--- src/rtl/alu_sequencer_if.sv ---
// Shared types and the grouped command / ALU / memory / response bus for alu_sequencer.
// The slave modport is the sequencer's view; master is the environment's view.
package alu_sequencer_pkg;

   typedef enum logic [5:0] {
      ALU_NOP   = 6'd0,
      ALU_ADD   = 6'd1,
      ALU_ADC   = 6'd2,
      ALU_SUB   = 6'd3,
      ALU_SBC   = 6'd4,
      ALU_AND   = 6'd5,
      ALU_XOR   = 6'd6,
      ALU_OR    = 6'd7,
      ALU_CP    = 6'd8,
      ALU_INC   = 6'd9,
      ALU_DEC   = 6'd10,
      ALU_BIT_0 = 6'd16, ALU_BIT_1 = 6'd17, ALU_BIT_2 = 6'd18, ALU_BIT_3 = 6'd19,
      ALU_BIT_4 = 6'd20, ALU_BIT_5 = 6'd21, ALU_BIT_6 = 6'd22, ALU_BIT_7 = 6'd23,
      ALU_RES_0 = 6'd32, ALU_RES_1 = 6'd33, ALU_RES_2 = 6'd34, ALU_RES_3 = 6'd35,
      ALU_RES_4 = 6'd36, ALU_RES_5 = 6'd37, ALU_RES_6 = 6'd38, ALU_RES_7 = 6'd39,
      ALU_SET_0 = 6'd48, ALU_SET_1 = 6'd49, ALU_SET_2 = 6'd50, ALU_SET_3 = 6'd51,
      ALU_SET_4 = 6'd52, ALU_SET_5 = 6'd53, ALU_SET_6 = 6'd54, ALU_SET_7 = 6'd55
   } alu_op_t;

   typedef struct packed {
      logic z;
      logic n;
      logic h;
      logic c;
   } flags_t;

   typedef logic [7:0] r8_t;

endpackage

interface alu_sequencer_if;
   import alu_sequencer_pkg::*;

   logic        cmd_valid;
   logic        cmd_ready;
   alu_op_t     cmd_op;
   logic        cmd_mem;
   logic        cmd_wide;
   logic [15:0] cmd_a;
   logic [15:0] cmd_b;
   logic [15:0] cmd_addr;
   flags_t      cmd_flags;

   alu_op_t     alu_op;
   r8_t         alu_op1;
   r8_t         alu_op2;
   flags_t      alu_in_flags;
   r8_t         alu_result;
   flags_t      alu_out_flags;

   logic        mem_req;
   logic        mem_we;
   logic [15:0] mem_addr;
   logic [7:0]  mem_wdata;
   logic [7:0]  mem_rdata;
   logic        mem_ack;

   logic        rsp_valid;
   logic        rsp_ready;
   logic [15:0] rsp_result;
   flags_t      rsp_flags;
   logic        rsp_err;

   modport slave (
      input  cmd_valid, cmd_op, cmd_mem, cmd_wide, cmd_a, cmd_b, cmd_addr, cmd_flags,
      output cmd_ready,
      output alu_op, alu_op1, alu_op2, alu_in_flags,
      input  alu_result, alu_out_flags,
      output mem_req, mem_we, mem_addr, mem_wdata,
      input  mem_rdata, mem_ack,
      output rsp_valid, rsp_result, rsp_flags, rsp_err,
      input  rsp_ready
   );

   modport master (
      output cmd_valid, cmd_op, cmd_mem, cmd_wide, cmd_a, cmd_b, cmd_addr, cmd_flags,
      input  cmd_ready,
      input  alu_op, alu_op1, alu_op2, alu_in_flags,
      output alu_result, alu_out_flags,
      input  mem_req, mem_we, mem_addr, mem_wdata,
      output mem_rdata, mem_ack,
      input  rsp_valid, rsp_result, rsp_flags, rsp_err,
      output rsp_ready
   );

endinterface

--- src/rtl/alu_sequencer.sv ---
// Sequences one command through an external 8-bit ALU: optional memory read-modify-write,
// 16-bit ADD split over two ALU steps, and a held response. All outputs are registered.
module alu_sequencer
   import alu_sequencer_pkg::*;
(
   input logic            clk,
   input logic            rst_n,
   alu_sequencer_if.slave bus
);

   typedef enum logic [2:0] {
      StIdle, StMemRd, StExecLo, StExecHi, StMemWr, StResp
   } state_e;

   state_e      state_q, state_d;
   alu_op_t     op_q, op_d;
   logic        mem_q, mem_d;
   logic        wide_q, wide_d;
   logic [15:0] a_q, a_d;
   logic [15:0] b_q, b_d;
   flags_t      flags_q, flags_d;
   r8_t         lo_q, lo_d;

   logic        cmd_ready_q, cmd_ready_d;
   logic        rsp_valid_q, rsp_valid_d;
   logic        rsp_err_q, rsp_err_d;
   logic [15:0] rsp_result_q, rsp_result_d;
   flags_t      rsp_flags_q, rsp_flags_d;
   logic        mem_req_q, mem_req_d;
   logic        mem_we_q, mem_we_d;
   logic [15:0] mem_addr_q, mem_addr_d;
   logic [7:0]  mem_wdata_q, mem_wdata_d;
   alu_op_t     alu_op_q, alu_op_d;
   r8_t         alu_op1_q, alu_op1_d;
   r8_t         alu_op2_q, alu_op2_d;
   flags_t      alu_in_flags_q, alu_in_flags_d;

   function automatic logic is_bit(alu_op_t op);
      return op[5:3] == 3'b010;
   endfunction

   function automatic logic is_res_set(alu_op_t op);
      return (op[5:3] == 3'b100) || (op[5:3] == 3'b110);
   endfunction

   // BIT keeps the caller's carry; RES/SET leave all flags untouched.
   function automatic flags_t merge_flags(alu_op_t op, flags_t alu_f, flags_t cmd_f);
      flags_t f;
      f = alu_f;
      if (is_bit(op)) f.c = cmd_f.c;
      else if (is_res_set(op)) f = cmd_f;
      return f;
   endfunction

   always_comb begin
      state_d        = state_q;
      op_d           = op_q;
      mem_d          = mem_q;
      wide_d         = wide_q;
      a_d            = a_q;
      b_d            = b_q;
      flags_d        = flags_q;
      lo_d           = lo_q;
      cmd_ready_d    = cmd_ready_q;
      rsp_valid_d    = rsp_valid_q;
      rsp_err_d      = rsp_err_q;
      rsp_result_d   = rsp_result_q;
      rsp_flags_d    = rsp_flags_q;
      mem_req_d      = mem_req_q;
      mem_we_d       = mem_we_q;
      mem_addr_d     = mem_addr_q;
      mem_wdata_d    = mem_wdata_q;
      alu_op_d       = alu_op_q;
      alu_op1_d      = alu_op1_q;
      alu_op2_d      = alu_op2_q;
      alu_in_flags_d = alu_in_flags_q;

      unique case (state_q)
         StIdle: begin
            if (bus.cmd_valid) begin
               op_d        = bus.cmd_op;
               mem_d       = bus.cmd_mem;
               wide_d      = bus.cmd_wide;
               a_d         = bus.cmd_a;
               b_d         = bus.cmd_b;
               flags_d     = bus.cmd_flags;
               mem_addr_d  = bus.cmd_addr;
               cmd_ready_d = 1'b0;
               if (bus.cmd_wide && (bus.cmd_op != ALU_ADD || bus.cmd_mem)) begin
                  state_d      = StResp;
                  rsp_valid_d  = 1'b1;
                  rsp_err_d    = 1'b1;
                  rsp_result_d = '0;
                  rsp_flags_d  = bus.cmd_flags;
               end else if (bus.cmd_mem) begin
                  state_d   = StMemRd;
                  mem_req_d = 1'b1;
                  mem_we_d  = 1'b0;
               end else begin
                  state_d        = StExecLo;
                  alu_op_d       = bus.cmd_op;
                  alu_op1_d      = bus.cmd_a[7:0];
                  alu_op2_d      = bus.cmd_b[7:0];
                  alu_in_flags_d = bus.cmd_flags;
               end
            end
         end
         StMemRd: begin
            if (bus.mem_ack) begin
               state_d        = StExecLo;
               mem_req_d      = 1'b0;
               alu_op_d       = op_q;
               alu_op1_d      = bus.mem_rdata;
               alu_op2_d      = b_q[7:0];
               alu_in_flags_d = flags_q;
            end
         end
         StExecLo: begin
            alu_op_d = ALU_NOP;
            if (wide_q) begin
               state_d          = StExecHi;
               lo_d             = bus.alu_result;
               alu_op_d         = ALU_ADC;
               alu_op1_d        = a_q[15:8];
               alu_op2_d        = b_q[15:8];
               alu_in_flags_d   = flags_q;
               alu_in_flags_d.c = bus.alu_out_flags.c;
            end else begin
               rsp_result_d = {8'h00, bus.alu_result};
               rsp_flags_d  = merge_flags(op_q, bus.alu_out_flags, flags_q);
               if (mem_q && op_q != ALU_CP && !is_bit(op_q)) begin
                  state_d     = StMemWr;
                  mem_req_d   = 1'b1;
                  mem_we_d    = 1'b1;
                  mem_wdata_d = bus.alu_result;
               end else begin
                  state_d     = StResp;
                  rsp_valid_d = 1'b1;
               end
            end
         end
         StExecHi: begin
            state_d       = StResp;
            alu_op_d      = ALU_NOP;
            rsp_valid_d   = 1'b1;
            rsp_result_d  = {bus.alu_result, lo_q};
            rsp_flags_d.z = flags_q.z;
            rsp_flags_d.n = 1'b0;
            rsp_flags_d.h = bus.alu_out_flags.h;
            rsp_flags_d.c = bus.alu_out_flags.c;
         end
         StMemWr: begin
            if (bus.mem_ack) begin
               state_d     = StResp;
               mem_req_d   = 1'b0;
               mem_we_d    = 1'b0;
               rsp_valid_d = 1'b1;
            end
         end
         StResp: begin
            if (bus.rsp_ready) begin
               state_d     = StIdle;
               rsp_valid_d = 1'b0;
               rsp_err_d   = 1'b0;
               cmd_ready_d = 1'b1;
            end
         end
         default: state_d = StIdle;
      endcase
   end

   always_ff @(posedge clk or negedge rst_n) begin
      if (!rst_n) begin
         state_q        <= StIdle;
         op_q           <= ALU_NOP;
         mem_q          <= 1'b0;
         wide_q         <= 1'b0;
         a_q            <= '0;
         b_q            <= '0;
         flags_q        <= '0;
         lo_q           <= '0;
         cmd_ready_q    <= 1'b1;
         rsp_valid_q    <= 1'b0;
         rsp_err_q      <= 1'b0;
         rsp_result_q   <= '0;
         rsp_flags_q    <= '0;
         mem_req_q      <= 1'b0;
         mem_we_q       <= 1'b0;
         mem_addr_q     <= '0;
         mem_wdata_q    <= '0;
         alu_op_q       <= ALU_NOP;
         alu_op1_q      <= '0;
         alu_op2_q      <= '0;
         alu_in_flags_q <= '0;
      end else begin
         state_q        <= state_d;
         op_q           <= op_d;
         mem_q          <= mem_d;
         wide_q         <= wide_d;
         a_q            <= a_d;
         b_q            <= b_d;
         flags_q        <= flags_d;
         lo_q           <= lo_d;
         cmd_ready_q    <= cmd_ready_d;
         rsp_valid_q    <= rsp_valid_d;
         rsp_err_q      <= rsp_err_d;
         rsp_result_q   <= rsp_result_d;
         rsp_flags_q    <= rsp_flags_d;
         mem_req_q      <= mem_req_d;
         mem_we_q       <= mem_we_d;
         mem_addr_q     <= mem_addr_d;
         mem_wdata_q    <= mem_wdata_d;
         alu_op_q       <= alu_op_d;
         alu_op1_q      <= alu_op1_d;
         alu_op2_q      <= alu_op2_d;
         alu_in_flags_q <= alu_in_flags_d;
      end
   end

   assign bus.cmd_ready    = cmd_ready_q;
   assign bus.rsp_valid    = rsp_valid_q;
   assign bus.rsp_err      = rsp_err_q;
   assign bus.rsp_result   = rsp_result_q;
   assign bus.rsp_flags    = rsp_flags_q;
   assign bus.mem_req      = mem_req_q;
   assign bus.mem_we       = mem_we_q;
   assign bus.mem_addr     = mem_addr_q;
   assign bus.mem_wdata    = mem_wdata_q;
   assign bus.alu_op       = alu_op_q;
   assign bus.alu_op1      = alu_op1_q;
   assign bus.alu_op2      = alu_op2_q;
   assign bus.alu_in_flags = alu_in_flags_q;

endmodule

--- src/flat_wrapper.sv ---
// flat-port wrapper written by rule: the top's interface ports become plain ports
module alu_sequencer_flat import alu_sequencer_pkg::*;
  (clk, rst_n, bus_cmd_valid, bus_cmd_op, bus_cmd_mem, bus_cmd_wide, bus_cmd_a, bus_cmd_b, bus_cmd_addr, bus_cmd_flags, bus_cmd_ready, bus_alu_op, bus_alu_op1, bus_alu_op2, bus_alu_in_flags, bus_alu_result, bus_alu_out_flags, bus_mem_req, bus_mem_we, bus_mem_addr, bus_mem_wdata, bus_mem_rdata, bus_mem_ack, bus_rsp_valid, bus_rsp_result, bus_rsp_flags, bus_rsp_err, bus_rsp_ready);
  alu_sequencer_if bus_i ();
  input logic clk;
  input logic rst_n;
  input wire logic [$bits(bus_i.cmd_valid)-1:0] bus_cmd_valid;
  input wire logic [$bits(bus_i.cmd_op)-1:0] bus_cmd_op;
  input wire logic [$bits(bus_i.cmd_mem)-1:0] bus_cmd_mem;
  input wire logic [$bits(bus_i.cmd_wide)-1:0] bus_cmd_wide;
  input wire logic [$bits(bus_i.cmd_a)-1:0] bus_cmd_a;
  input wire logic [$bits(bus_i.cmd_b)-1:0] bus_cmd_b;
  input wire logic [$bits(bus_i.cmd_addr)-1:0] bus_cmd_addr;
  input wire logic [$bits(bus_i.cmd_flags)-1:0] bus_cmd_flags;
  output wire logic [$bits(bus_i.cmd_ready)-1:0] bus_cmd_ready;
  output wire logic [$bits(bus_i.alu_op)-1:0] bus_alu_op;
  output wire logic [$bits(bus_i.alu_op1)-1:0] bus_alu_op1;
  output wire logic [$bits(bus_i.alu_op2)-1:0] bus_alu_op2;
  output wire logic [$bits(bus_i.alu_in_flags)-1:0] bus_alu_in_flags;
  input wire logic [$bits(bus_i.alu_result)-1:0] bus_alu_result;
  input wire logic [$bits(bus_i.alu_out_flags)-1:0] bus_alu_out_flags;
  output wire logic [$bits(bus_i.mem_req)-1:0] bus_mem_req;
  output wire logic [$bits(bus_i.mem_we)-1:0] bus_mem_we;
  output wire logic [$bits(bus_i.mem_addr)-1:0] bus_mem_addr;
  output wire logic [$bits(bus_i.mem_wdata)-1:0] bus_mem_wdata;
  input wire logic [$bits(bus_i.mem_rdata)-1:0] bus_mem_rdata;
  input wire logic [$bits(bus_i.mem_ack)-1:0] bus_mem_ack;
  output wire logic [$bits(bus_i.rsp_valid)-1:0] bus_rsp_valid;
  output wire logic [$bits(bus_i.rsp_result)-1:0] bus_rsp_result;
  output wire logic [$bits(bus_i.rsp_flags)-1:0] bus_rsp_flags;
  output wire logic [$bits(bus_i.rsp_err)-1:0] bus_rsp_err;
  input wire logic [$bits(bus_i.rsp_ready)-1:0] bus_rsp_ready;
  assign bus_i.cmd_valid = bus_cmd_valid;
  assign bus_i.cmd_op = bus_cmd_op;
  assign bus_i.cmd_mem = bus_cmd_mem;
  assign bus_i.cmd_wide = bus_cmd_wide;
  assign bus_i.cmd_a = bus_cmd_a;
  assign bus_i.cmd_b = bus_cmd_b;
  assign bus_i.cmd_addr = bus_cmd_addr;
  assign bus_i.cmd_flags = bus_cmd_flags;
  assign bus_cmd_ready = bus_i.cmd_ready;
  assign bus_alu_op = bus_i.alu_op;
  assign bus_alu_op1 = bus_i.alu_op1;
  assign bus_alu_op2 = bus_i.alu_op2;
  assign bus_alu_in_flags = bus_i.alu_in_flags;
  assign bus_i.alu_result = bus_alu_result;
  assign bus_i.alu_out_flags = bus_alu_out_flags;
  assign bus_mem_req = bus_i.mem_req;
  assign bus_mem_we = bus_i.mem_we;
  assign bus_mem_addr = bus_i.mem_addr;
  assign bus_mem_wdata = bus_i.mem_wdata;
  assign bus_i.mem_rdata = bus_mem_rdata;
  assign bus_i.mem_ack = bus_mem_ack;
  assign bus_rsp_valid = bus_i.rsp_valid;
  assign bus_rsp_result = bus_i.rsp_result;
  assign bus_rsp_flags = bus_i.rsp_flags;
  assign bus_rsp_err = bus_i.rsp_err;
  assign bus_i.rsp_ready = bus_rsp_ready;
  alu_sequencer u_core (.clk(clk), .rst_n(rst_n), .bus(bus_i));
endmodule
--- config.mk ---
export PLATFORM = sky130hd
export DESIGN_NAME = alu_sequencer_flat
export DESIGN_NICKNAME = d
export VERILOG_FILES = /design/src/rtl/alu_sequencer_if.sv /design/src/rtl/alu_sequencer.sv /design/src/flat_wrapper.sv
export SDC_FILE = /design/constraint.sdc
export NUM_CORES = 1
export LEC_CHECK = 0
export ABC_AREA = 1
export CAP_MARGIN = 5
export CORE_UTILIZATION = 45
export DETAILED_ROUTE_END_ITERATION = 6
export PLACE_DENSITY_LB_ADDON = 0.05
export RECOVER_POWER = 50
export SYNTH_ARGS = -nofsm -noshare
export SYNTH_HDL_FRONTEND = slang
export SYNTH_SLANG_ARGS = --single-unit
--- constraint.sdc ---
create_clock -name clk -period 1.85 [get_ports clk]
set_input_delay 0.185 -clock clk [delete_from_list [all_inputs] [get_ports clk]]
set_output_delay 0.185 -clock clk [all_outputs]
set_load 0.02 [all_outputs]
# Yosys cells after proc, flatten, opt, wreduce, memory -nomap -nowiden
# Index checks and enable logic that the tools add are counted.
# word_totals
input_bits,85
out_inout_bits,75
word_cells,147
ff_bits,130
# classes
n_reduce_logical,27
bitwise_logic,1
n_eq_ne,23
mux,66
# op_table
operator,n
8-bit two-way mux,10
16-bit two-way mux,3
16-bit one-hot mux with 3 select lines,1
8-bit one-hot mux with 3 select lines,2
4-bit two-way mux,9
6-bit two-way mux,4
4-bit one-hot mux with 3 select lines,2
6-bit one-hot mux with 4 select lines,1
3-bit two-way mux,7
7-bit AND reduction,3
1-bit two-way mux,19
"2-bit inequality test, second input constant",9
3-bit one-hot mux with 6 select lines,1
"3-bit equality test, second input constant",4
4-bit AND reduction,3
3-bit nonzero test,4
"3-bit by 2-bit equality test with 1-bit output, second input constant",3
"2-bit by 1-bit inequality test with 1-bit output, second input constant",4
"6-bit by 1-bit inequality test with 1-bit output, second input constant",1
"6-bit by 4-bit inequality test with 1-bit output, second input constant",1
1-bit one-hot mux with 3 select lines,2
3-bit AND reduction,2
6-bit AND reduction,1
1-bit one-hot mux with 5 select lines,1
14 further kinds,20

# Longest topological paths before layout
# Gate-level depths: netlist of the first run.
# depth
depth_word,6
depth_mapped,11
ltp_nobuf,10

# Worst setup path after synthesis of the first run
# Ideal clock, no wire load.
# synth_path
path_kind,register to register
start,register u_core.state_q[0]
end,register u_core.alu_op1_q[4] (netlist: u_core.bus.alu_op1[4])
required_ps,1733
arrival_ps,1295
stages_incl_launch_ff,9
path_slack_ps,438
setup_time_ps,117
n_path_buf,2
synth_period_minus_slack_ps,1412
cell_sequence,dfrtp_1 -> nor2_2 -> nand2_2 -> buf_6 -> o21ai_2 -> nor2_4 -> buf_2 -> nand3_1 -> nand2_1
# synth_between
elab_chain_len,3
elab_cells_between_ends,11
classes_between,7 x eq/ne; 1 x mux; 3 x reduce/logical
# synth_lines
item,line_no,rtl
"start, declared",alu_sequencer.sv:15,"state_e state_q, state_d;"
"start signal, assigned",alu_sequencer.sv:174,state_q <= StIdle;
"start signal, assigned",alu_sequencer.sv:196,state_q <= state_d;
3-bit by 2-bit equality test with 1-bit output (tied with other cells),alu_sequencer.sv:78,unique case (state_q)
2-bit by 1-bit inequality test with 1-bit output (no source line) (tied with other cells),--,
6-bit AND reduction (no source line),--,
"end signal, assigned",alu_sequencer.sv:214,alu_op1_q <= alu_op1_d;
"end, declared",alu_sequencer.sv:34,"r8_t alu_op1_q, alu_op1_d;"
# Several ways; a longest one is shown, not always the timed one.
# A chain may end at the register's enable or synchronous reset.

# Worst setup path in the final report of the first run
# layout_path
start,register u_core.cmd_ready_q (netlist: u_core.bus.cmd_ready)
end,output port bus_cmd_ready
# layout_rtl
item,line_no,rtl
"start, declared",alu_sequencer.sv:24,"logic cmd_ready_q, cmd_ready_d;"
"start signal, assigned",alu_sequencer.sv:204,cmd_ready_q <= cmd_ready_d;
"end, declared",flat_wrapper.sv:15,output wire logic [$bits(bus_i.cmd_ready)-1:0] bus_cmd_ready;
# No word-level cell between the ends.

==> flow_metrics.tcl, run 1 <==
set metrics [dict create \
    layout_common_cells "nand2_1, clkdlybuf4s50_1, dfrtp_1, nand3_1, o21ai_0" \
    route.met2.wl_mm 7.37 \
    synth_compound_area_frac 0.0807 \
    post_cts_buffers 0 \
    vias 5371 \
    die_h_um 114 \
    wire_per_inst_um 14.9 \
    final_util 0.665 \
    period_share 0.936 \
    wl_mm 16.0 \
    io_pins 160 \
    clk_pin_slew_ps 60 \
    met1Wirelength_mm 7.36 \
    drtAntennaViolNets 0 \
    dp_hpwl_mm 11.6 \
    rsz0062_at_grt "no" \
    grt_pass1_vias 5219 \
    arrival_ps 1550 \
    yosys.area_share.simple 0.314 \
    maxCapViolCount 0 \
    rows 40 \
    htreeDepth 4 \
    finalHoldViolCount 0 \
    antenna_found_initial 0 \
    synthXorXnorAreaFrac 0 \
    p_leak_uw 0.00400 \
    die_area_um2 13100 \
    initial_core_util 0.468 \
    seqCellArea_um2 3050 \
    core_area_um2 12200 \
    die_w_um 114 \
    worst_pin_slew_ps 842 \
    yosysWarnings 0 \
    nFillCells 1053 \
    status "finished, final reports clean" \
    critPathCaptureType "primary output" \
    post_dp_cell_area_um2 7590 \
    grt_start_max_net_pins 61 \
    antenna_cells 0 \
    setup_viol 0 \
    critical_path_class "register to primary output" \
    multi_input_area_um2 2230 \
    dr_wl_met3_um 967 \
    final_area_um2 8080 \
    grt_first_pass_wirelength_mm 25.9 \
    fin_worst_skew_ps 3.69 \
    syn_to_final_growth_pct 42.1 \
    route.detailed.drc 0 \
    synth_top_family_by_area "simple AND/OR/NAND/NOR gates" \
    slowest_stage "clkdlybuf4s50_1" \
    synth_fa_ha_area_frac 0 \
    synthCells 715 \
    min_period_ps 1730 \
    io_buffers 159 \
    required_ps 1660 \
    final_max_slew_viol_count 0 \
    syn_area_per_cell_um2 7.96 \
    top_layer "met4" \
    slowest_delay_ps 600 \
    grt_usage 0.259 \
    detail_route.vias_per_cell 5.00 \
    synth_nets 800 \
    cts-root-buf "clkbuf_16" \
    tritoncts "built" \
    first_iter_violations 357 \
    fmax_mhz 578 \
    synth-seq-cells 122 \
    insertion_delay_ps 410 \
    critPathLaunchType "register" \
    first_pass_iters 5 \
    layout_commonest_cell "nand2_1" \
    cp_cell_sequence "clkdlybuf4s50_1" \
    cts_buffers 17 \
    clock-sinks 122 \
    hold_path_class "input port to async pin" \
    clockBufferDepth 2 \
    critPathBufInv 1 \
    crit_family "buffers and inverters" \
    relSlewSlack 0.438 \
    yosysUniqueCellTypes 28 \
    timing.hold.ws_ps 224 \
    synthMuxAreaShare 0 \
    cellPowerDensity_nw_per_um2 1860 \
    drive_gt1_frac 0.0916 \
    synth_area_um2 5690 \
    power_uw 15000 \
    overflow 0 \
    final_nets 978 \
    peakVddDrop_mv 0.925 \
    fin_tns_setup_ps 0 \
    place_congestion 0.872 \
    cp_max_fo 2 \
    yosysSeqAreaShare 0.537 \
]
==> power by group <==
| group | switching [uW] | leakage, uW | internal (uW) |
|---|---|---|---|
| Clock | 1160 | 0.000266 | 1790 |
| Sequential | 708 | 0.00152 | 3910 |
| Combinational | 4400 | 0.00221 | 3040 |
==> synth_stat cells <==
master / n / area share
a21oi_1: 8 / 0.0070
buf_1: 1 / 0.00066
buf_2: 17 / 0.015
buf_4: 7 / 0.0092
buf_6: 3 / 0.0059
clkbuf_1: 4 / 0.0026
dfrtp_1: 121 / 0.53
dfstp_2: 1 / 0.0046
inv_1: 46 / 0.030
inv_2: 4 / 0.0026
inv_4: 2 / 0.0022
nand2_1: 325 / 0.21
nand2_2: 6 / 0.0066
nand2_4: 1 / 0.0020
nand3_1: 63 / 0.055
nand3_2: 3 / 0.0053
nand3_4: 1 / 0.0031
nand4_1: 2 / 0.0022
nand4_4: 1 / 0.0037
nor2_1: 15 / 0.0099
nor2_2: 3 / 0.0033
nor2_4: 4 / 0.0079
o211ai_1: 10 / 0.013
o21a_1: 1 / 0.0013
o21ai_0: 61 / 0.054
o21ai_1: 3 / 0.0026
o21ai_2: 1 / 0.0015
o31ai_1: 1 / 0.0013
==> state kept, by name, indices dropped and copies added (netlist names), 6 cells and up <==
register               flops
u_core.bus.rsp_result     16
u_core.bus.alu_op2         8
u_core.lo_q                8
u_core.op_q                6
u_core.bus.alu_op          6
u_core.bus.alu_op1         8
u_core.bus.mem_addr       16
u_core.b_q                16
u_core.a_q                 8
u_core.bus.mem_wdata       8
==> layout make-up <==
cell class | count | share of cell area
repair buffers | 191 | 0.230
well taps | 168 | 0.0260
inverters | 52 | 0.0248
clock inverters | 9 | 0.00588
flip-flops and latches | 122 | 0.378
clock buffers | 23 | 0.0591
multi-input cells | 509 | 0.276
==> metrics by stage <==
stage / worst slack, ps / instances
6_report: 119 / 1074
5_1_grt: 10.6 / 1074
4_1_cts: 97.8 / 1074
3_5_place_dp: 38.7 / 1041
3_3_place_gp: 58.6 / 1041
2_1_floorplan: 438 / 715
==> final timing paths <==
path,start,end,cells after the start,slack (ps)
setup / recovery,u_core.bus.cmd_ready,bus_cmd_ready,1,120
hold / removal,rst_n,u_core.bus.alu_op[2],2,220
setup reg to reg,u_core.state_q[2],u_core.bus.alu_op2[5],8,160
hold reg to reg,u_core.bus.rsp_result[6],u_core.bus.rsp_result[6],2,470
max in group asynchronous,rst_n,u_core.bus.rsp_flags[2],3,380
min in group clk,bus_cmd_b[14],u_core.b_q[14],3,310
==> routing by layer <==
metal | vias up | track usage
met5 | - | 0
met4 | 0 | 0.108
met3 | 19 | 0.0656
met2 | 192 | 0.393
met1 | 2536 | 0.355
li1 | 2624 | -
==> kinds of logic after synthesis <==
logic type | after synthesis
DFF | 122
buffers and inverters | 84
and+or+nand+nor | 424
AOI/OAI and AO/OA | 85
==> timing repair <==
action | in CTS | in global routing
endpoints found under the setup margin | 0 | 0
hold endpoints to repair | 121 | 0
hold buffers | 1 | 0
resized for setup | 0 | 0
Note: power is estimated with default switching activity, not from simulation.
==> inputs of run 2 (changes only) <==
SLEW_MARGIN = 15   (was not set)
==> results of run 2 <==
The final DEF is identical to that of run 1; final timing and power are the same.
==> edit: new RTL, settings of run 2 <==
Re-encode `state_e` (6 states) as one-hot, 6 bits wide.
--- a/src/rtl/alu_sequencer.sv
+++ b/src/rtl/alu_sequencer.sv
@@ -10,4 +10,4 @@
 
-   typedef enum logic [2:0] {
-      StIdle, StMemRd, StExecLo, StExecHi, StMemWr, StResp
+   typedef enum logic [5:0] {
+      StIdle = 6'b000001, StMemRd = 6'b000010, StExecLo = 6'b000100, StExecHi = 6'b001000, StMemWr = 6'b010000, StResp = 6'b100000
    } state_e;
Formal check against the unedited RTL: no difference found for any inputs over 4 cycles, from zero or initial values and one cycle with rst_n low; so few cycles prove little.
==> edit against run 2 <==
  * Via count up 4.1%
  * Global-route usage down 0.51 points
  * Total power down 6.2%
  * Design area up 3.7%
  * Critical path type is now flop to flop
  * Worst setup slack worse by 83 ps
  * Area after synthesis up 1.3%
  * Routed wire length up 1.7%
  * Sequential cell count up 3
  * Largest power group unchanged
==> edit: results (changes against run 2) <==
max_cap viols -> 0 (unchanged)
Worst VDD drop -> 0.000872 V (-5.7%)
Area contributors post-synth -> dfrtp_1 (53%), nand2_1 (24%), nand3_1 (5.2%)
Hold WS -> 301 ps (+77.4 ps)
worst reg2reg endpoint -> u_core.bus.alu_op2[2]
First DRT Iteration DRCs -> 443 (+24%)
Global Route Usage Sum -> 25.4% (-0.51 points)
leakage power -> 0.00419 uW (+4.7%)
outcome -> finished clean
fillcell total -> 1034 (-1.8%)
Worst path slowest cell -> nor2_2
Synthesis Warnings -> 0 (unchanged)
final wirelength -> 16.2 mm (+1.7%)
crit path max fanout -> 10 (+8)
HPWL Detailed -> 11.3 mm (-3.0%)
pin count of the biggest net entering global routing -> 45 (-26%)
Inserted Clock Buffers -> 17 (unchanged)
post-synthesis sequential area ratio -> 54.3% (+0.61 points)
crit path DAT -> 2170 ps (+620 ps)
reg2reg start -> u_core.state_q[0]
routability cong. -> 0.940 (+7.8%)
slew margin rel. -> 52.2% (+8.4 points)
share of layout cells above drive strength 1 -> 11.3% (+2.1 points)
Worst path max stage delay -> 400 ps (-200 ps)
first-pass GRT wire length -> 25.8 mm (-0.11%)
Post-synth top cells -> nand2_1 (376), dfrtp_1 (123), nand3_1 (60), o21ai_0 (45), inv_1 (37)
clk_skew -> 5.26 ps (+1.57 ps)
vias in the first global route -> 5341 (+2.3%)
Synth Net Count -> 821 (+2.6%)
Final nets -> 1012 (+3.5%)
DR vias/cell -> 5.05 (+0.90%)
Async SR Flop Fraction -> 100% (unchanged)
WHS Endpoint -> u_core.a_q[15]
hold crit path type -> input port to flop
Post-Place Worst Slack -> -240 ps (-279 ps)
r2r setup slk -> 40 ps (-120 ps)
edit: cell types whose count changed in the layout (fill, tap and decap cells not counted), moves of 4 or more:
cell | before | now
o21ai_0 | 61 | 44
o21ai_1 | 3 | 8
nand3_1 | 64 | 60
buf_4 | 23 | 28
clkinv_2 | 8 | 2
clkinvlp_4 | 1 | 8
o211ai_1 | 10 | 2
inv_1 | 47 | 36
nand2_1 | 326 | 372
edit: cells by family after synthesis:
group / share of synthesized area, %
simple gates: 34.2
flops: 54.3
buf+inv: 5.79
compound gates: 5.73
edit: worst max-delay path: cells and delay by family (launching register included):
| family | cells | cell delay (ps) |
|---|---|---|
| AND/OR/NAND/NOR | 6 | 1110 |
| flip-flops | 1 | 370 |
| buffers and inverters | 1 | 130 |
| AO/OA/AOI/OAI | 1 | 120 |
edit: how the worst max path moves through the flow:
stage	to	startpoint
after floorplan	u_core.bus.rsp_result[15]	u_core.state_q[0]
after global placement	u_core.bus.alu_op1[1]	u_core.state_q[0]
after detailed placement	u_core.bus.alu_in_flags[0]	u_core.state_q[0]
after CTS	u_core.bus.alu_op2[0]	u_core.state_q[0]
after global routing	u_core.bus.alu_op2[2]	u_core.state_q[0]
final	u_core.bus.alu_op2[2]	u_core.state_q[0]
edit: through the flow:
step                      std cells  power [uW]  area, sq um
final                          1108       14100         8380
after global routing           1108       15000         8380
after CTS                      1103       13900         8330
after detailed placement       1067       10500         7710
after global placement         1067       10300         7710
after floorplan                 736        8030         5770
edit: cell type report:
cell class | count | area (sq um) | area share, %
repair buffers | 197 | 1920 | 22.9
clock buffers | 19 | 453 | 5.40
repair inverters | 1 | 5.00 | 0.0597
clock inverters | 13 | 119 | 1.42
multi-input cells | 540 | 2370 | 28.2
flip-flops and latches | 125 | 3130 | 37.3
well taps | 168 | 210 | 2.51
inverters | 45 | 178 | 2.12
edit: power breakdown:
part | switching [uW] | internal, uW
logic | 3670 | 2660
registers | 703 | 3890
clock network | 1260 | 1910
total | 5620 | 8460
edit: per-layer routing:
metal	part of all wire (%)	track usage (%)	vias to the layer above
met5	0	0	-
li1	-	-	2695
met3	6.0	7.59	25
met4	1.4	7.01	0
met1	43	33.1	2661
met2	49	41.3	210
edit: repair_timing:
item,CTS,global route
hold buffers,1,0
gates cloned,2,2
buffers inserted,1,3
resized for setup,3,13
pin swaps,1,4
endpoints found under the hold margin,123,0
endpoints found under the setup margin,20,70
